File: config.mk
export PLATFORM = sky130hd
export DESIGN_NAME = systolic_pe
export DESIGN_NICKNAME = d
export VERILOG_FILES = /design/src/rtl/tpu_pkg.sv /design/src/rtl/pe_mac.sv /design/src/rtl/systolic_pe.sv
export SDC_FILE = /design/constraint.sdc
export NUM_CORES = 1
export LEC_CHECK = 0
export BUFFER_PORTS_ARGS = -buffer_cell sky130_fd_sc_hd__buf_4
export CORE_MARGIN = 2
export CORE_UTILIZATION = 29
export CTS_BUF_LIST = sky130_fd_sc_hd__clkbuf_4 sky130_fd_sc_hd__clkbuf_8
export DETAILED_ROUTE_END_ITERATION = 12
export PLACE_DENSITY_LB_ADDON = 0.3
export SYNTH_ARGS = -nofsm -noshare
export SYNTH_HDL_FRONTEND = slang
export SYNTH_SLANG_ARGS = --single-unit
File: constraint.sdc
create_clock -name clk -period 7.15 [get_ports clk]
set_clock_uncertainty 0.05 [all_clocks]
set_input_delay 0 -clock clk [delete_from_list [all_inputs] [get_ports clk]]
set_output_delay 0 -clock clk [all_outputs]
set_load 0.02 [all_outputs]
File: src/rtl/tpu_pkg.sv
// rtl/tpu_pkg.sv - shared types, default widths and saturation helper for the systolic PE
package tpu_pkg;

  typedef enum logic {MODE_WS = 1'b0, MODE_OS = 1'b1} pe_mode_e;

  localparam int DEF_DATA_W   = 8;
  localparam int DEF_WEIGHT_W = 8;
  localparam int DEF_ACC_W    = 32;

  typedef enum logic [1:0] {
    SAT_NONE = 2'b00,
    SAT_NEG  = 2'b01,
    SAT_POS  = 2'b10
  } sat_e;

  // Overflow happens only when both operands share a sign that the wrapped sum lacks.
  function automatic sat_e sat_add(input logic a_sign, input logic b_sign, input logic sum_sign);
    if (!a_sign && !b_sign && sum_sign) return SAT_POS;
    if (a_sign && b_sign && !sum_sign) return SAT_NEG;
    return SAT_NONE;
  endfunction

endpackage

File: src/rtl/pe_mac.sv
// rtl/pe_mac.sv - combinational signed multiply-add; PE_SATURATE_EN selects a clamping add
module pe_mac
  import tpu_pkg::*;
#(
  parameter int DATA_W   = DEF_DATA_W,
  parameter int WEIGHT_W = DEF_WEIGHT_W,
  parameter int ACC_W    = DEF_ACC_W
) (
  input  logic signed [DATA_W-1:0]   act,
  input  logic signed [WEIGHT_W-1:0] weight,
  input  logic signed [ACC_W-1:0]    addend,
  output logic signed [ACC_W-1:0]    sum
);

  localparam int PROD_W = DATA_W + WEIGHT_W;

  if (ACC_W < PROD_W) begin : g_width_check
    $error("pe_mac: ACC_W must be >= DATA_W + WEIGHT_W");
  end

  logic signed [PROD_W-1:0] prod;
  logic signed [ACC_W-1:0]  prod_ext;
  logic signed [ACC_W-1:0]  raw_sum;

  assign prod     = act * weight;
  assign prod_ext = ACC_W'(prod);
  assign raw_sum  = addend + prod_ext;

`ifdef PE_SATURATE_EN
  sat_e sat_sel;

  assign sat_sel = sat_add(addend[ACC_W-1], prod_ext[ACC_W-1], raw_sum[ACC_W-1]);

  always_comb begin
    sum = raw_sum;
    case (sat_sel)
      SAT_POS: sum = {1'b0, {(ACC_W-1){1'b1}}};
      SAT_NEG: sum = {1'b1, {(ACC_W-1){1'b0}}};
      default: sum = raw_sum;
    endcase
  end
`else
  assign sum = raw_sum;
`endif

endmodule

File: src/rtl/systolic_pe.sv
// rtl/systolic_pe.sv - WS/OS systolic PE with double-buffered weights; PE_SATURATE_EN clamps adds
module systolic_pe
  import tpu_pkg::*;
#(
  parameter int DATA_W   = DEF_DATA_W,
  parameter int WEIGHT_W = DEF_WEIGHT_W,
  parameter int ACC_W    = DEF_ACC_W
) (
  input  logic                clk,
  input  logic                reset,
  input  logic                mode,
  input  logic                in_valid,
  input  logic [DATA_W-1:0]   in_act,
  input  logic [ACC_W-1:0]    in_psum,
  output logic                out_valid,
  output logic [DATA_W-1:0]   out_act,
  output logic [ACC_W-1:0]    out_psum,
  input  logic                w_shift_en,
  input  logic [WEIGHT_W-1:0] w_shift_in,
  output logic [WEIGHT_W-1:0] w_shift_out,
  input  logic                w_swap,
  input  logic                acc_clear,
  output logic [ACC_W-1:0]    acc_out
);

  pe_mode_e cur_mode;

  logic signed [WEIGHT_W-1:0] active_w;
  logic signed [WEIGHT_W-1:0] shadow_w;
  logic signed [ACC_W-1:0]    acc;

  logic signed [WEIGHT_W-1:0] stream_w;
  logic signed [WEIGHT_W-1:0] mac_w;
  logic signed [ACC_W-1:0]    mac_addend;
  logic signed [ACC_W-1:0]    mac_sum;

  assign cur_mode = pe_mode_e'(mode);
  assign stream_w = in_psum[WEIGHT_W-1:0];

  // One MAC serves both dataflows: WS adds the northern psum, OS adds the local accumulator.
  always_comb begin
    mac_w      = active_w;
    mac_addend = in_psum;
    if (cur_mode == MODE_OS) begin
      mac_w      = stream_w;
      mac_addend = acc_clear ? '0 : acc;
    end
  end

  pe_mac #(
    .DATA_W   (DATA_W),
    .WEIGHT_W (WEIGHT_W),
    .ACC_W    (ACC_W)
  ) u_mac (
    .act    (in_act),
    .weight (mac_w),
    .addend (mac_addend),
    .sum    (mac_sum)
  );

  always_ff @(posedge clk) begin
    if (reset) begin
      out_valid <= 1'b0;
      out_act   <= '0;
      out_psum  <= '0;
      active_w  <= '0;
      shadow_w  <= '0;
      acc       <= '0;
    end else begin
      out_valid <= in_valid;
      if (in_valid) begin
        out_act  <= in_act;
        out_psum <= (cur_mode == MODE_OS) ? ACC_W'(stream_w) : mac_sum;
      end
      if (cur_mode == MODE_OS && in_valid) begin
        acc <= mac_sum;
      end else if (acc_clear) begin
        acc <= '0;
      end
      // Swap reads the pre-shift shadow value, so swap+shift hands over the old weight.
      if (w_shift_en) shadow_w <= w_shift_in;
      if (w_swap)     active_w <= shadow_w;
    end
  end

  assign w_shift_out = shadow_w;
  assign acc_out     = acc;

endmodule

==> run metrics <==
startpoint types register; DRT antenna net count 0; detailed placement HPWL 21700 um; Overflow after GRT 0; Post-Synthesis Cell Area 9250 um2; Worst-Margin Slew 1.02 ns; vias post-DR 7231; WHS Path Cells 3; ranking of synthesized cells by area fa_1 29%, dfxtp_1 19%, ha_1 9.5%; final setup TNS 0 ns; sequential element share of the synthesized area 19.3%; Post-Layout Cell Count 1530; Critical Path AT 6.45 ns; first-pass GRT wire length 42700 um; clk sinks 89; WP depth 21; # placed instances 1485; RSZ-0062 raised after global routing false; worst vdd ir 0.000219 V; Min Clock Period, post-route 6.27 ns; DRC 0; Final setup viols 0; Yosys cell types 52; Die W 183 um; Mapped Cells 975; overall routed net length 26900 um; initial antenna violation count 0; Leak 5.45 nW; crit path cell chain mux2_2 > and2_1 > inv_1 > buf_4 > buf_4 > fa_1 > inv_1 > fa_1 > fa_1 > fa_1 > ha_1 > ha_1 > a21o_1 > a21oi_1 > o21ai_0 > a31oi_2 > a21oi_1 > a311o_1 > a221oi_2 > nor2b_1 > o32ai_2; most used cell, CP fa_1; Ys Warns 0; worst reg2reg path depth 21; wire per inst 17.6 um; FP Rows 65; post-synth top area cell fa_1; Slew HR 31.8%; dominant synthesized flop cell dfxtp_1; final period utilization 87.7%; WP buf/inv 4; fraction of layout cells with a size suffix above 1 16.7%; Boundary Pins 136; most frequent cells in the layout 150 x buf_4, 136 x fa_1, 118 x inv_1; count of input and output buffers 135; gr usage total 16.7%; fmax 0.160 GHz; worst-case clock buffer depth 2; CTS tree yes; slowest CP cell fa_1; Finished Core Util 35.5%; Layout area overhead 21.0%; DIE AREA 33300 um2; drt pass-1 iters 4; post-CTS resize count 0; syn nets 1236; CTS Buf Count 9; Die H 183 um; GPL Wtd Cong 0.869; largest net degree at the start of global routing 91; Syn Area/Cell 9.48 um2; Yosys top cell area share 29.4%; worst hold slack 0.0187 ns; flops & latches, synth 89; root buf cell clkbuf_8; Initial DRC Count 329; leading cell type in the layout, fill and taps excluded buf_4; Tot Pwr 0.00427 W; critical path type register to register; status finished, final reports clean; Clock Pin Slew Worst Setup and Hold Paths 0.10 ns; Hold Path Class input port to register; Nets 1384; htree depth 3; Vias/cell 4.73; Pwr Density 382 nW/um2; MaxCap Viol Count 0; Initial Util 29.4%; CP Max Fanout 13; CP top delay family adder cells; Crit path largest cell delay 0.57 ns; Post-synth EDFFs 0; clock latency on the worst-skew pair 0.39 ns; worst endpoint required time 7.33 ns; Critical Path Sink Type register; vias in the first global route 7606; max-slew violation count 0; asr flop ratio synth 0%; Final Hold Viols 0; Ant. Diodes 0; total core area 31500 um2
==> cells by family after synthesis <==
group,after synthesis,share of synthesized area (%)
simple gates,269,14.0
xor+xnor,34,3.22
mux,68,7.44
fa+ha+maj,206,38.9
compound gates,149,10.6
flops,89,19.3
buf+inv,160,6.56
==> Yosys cell counts (all sizes together) (3+ instances only) <==
cell type    n
a211oi       8
a21boi       3
a21o        18
a21oi       53
a221oi       3
a31o         4
a31oi        3
and2        13
buf          6
clkbuf      36
dfxtp       89
fa         136
ha          70
inv        118
mux2         6
mux2i       62
nand2       68
nand2b      14
nand3        3
nor2        88
nor2b       59
nor3         8
o211ai       4
o21ai       19
o21bai       3
o221ai       5
o22ai       16
or3          3
xnor2       23
xor2        11
==> state kept, by name (all words and copies together) (netlist names) <==
name	flops
acc_out	32
active_w	8
w_shift_out	8
out_psum	32
out_valid	1
out_act	8
==> per-stage QoR <==
stage          area [um2]  setup slack (ns)
6_report            11200             0.881
5_1_grt             11200             0.489
4_1_cts             11200             0.825
3_5_place_dp        10700             0.785
3_3_place_gp        10700             0.899
2_1_floorplan        9250             0.654
==> area by class of cell <==
type	instances	area, um2
Clock buffer	11	145
Sequential cell	89	1780
Multi-Input combinational cell	726	6860
Fill cell	3247	20300
Inverter	118	443
Clock inverter	5	38.8
Tap cell	402	503
Timing Repair Buffer	179	1420
==> path summary, 6_finish.rpt <==
| check | startpoint | endpoint | slack (ns) |
|---|---|---|---|
| max reg2reg | active_w[0] | acc_out[30] | 0.88 |
| min reg2reg | out_psum[22] | out_psum[22] | 0.44 |
| max | active_w[0] | acc_out[30] | 0.88 |
| min | in_psum[4] | out_psum[4] | 0.02 |
==> report_power, final <==
group	switching [W]	total, W	internal [W]
Combinational	0.00193	0.00324	0.00131
Clock	0.000204	0.000346	0.000142
Sequential	0.0000697	0.000684	0.000615
==> worst reg2reg max path, delay by kind of cell (launching register included) <==
kind                       cells  cell delay, ns
adders and majority gates      6            2.50
AOI/OAI and AO/OA              8            1.61
buffers and inverters          4            0.86
and+or+nand+nor                2            0.40
muxes                          1            0.35
DFF                            1            0.32
==> routing by layer <==
metal  vias to the layer above  track usage [%]  wire, um  part of all wire (%)
met5                         -                0         0                     0
met4                         0             3.39       434                   1.6
met3                        26             2.33       853                   3.2
met2                       138             29.4     13300                    50
met1                      3591             21.8     12200                    46
li1                       3476                -         -                     -
==> repair_timing <==
item	in CTS	in global routing
hold endpoints to repair	28	0
setup buffers	0	0
hold buffers	29	0
Note: power is estimated with default switching activity, not from simulation.
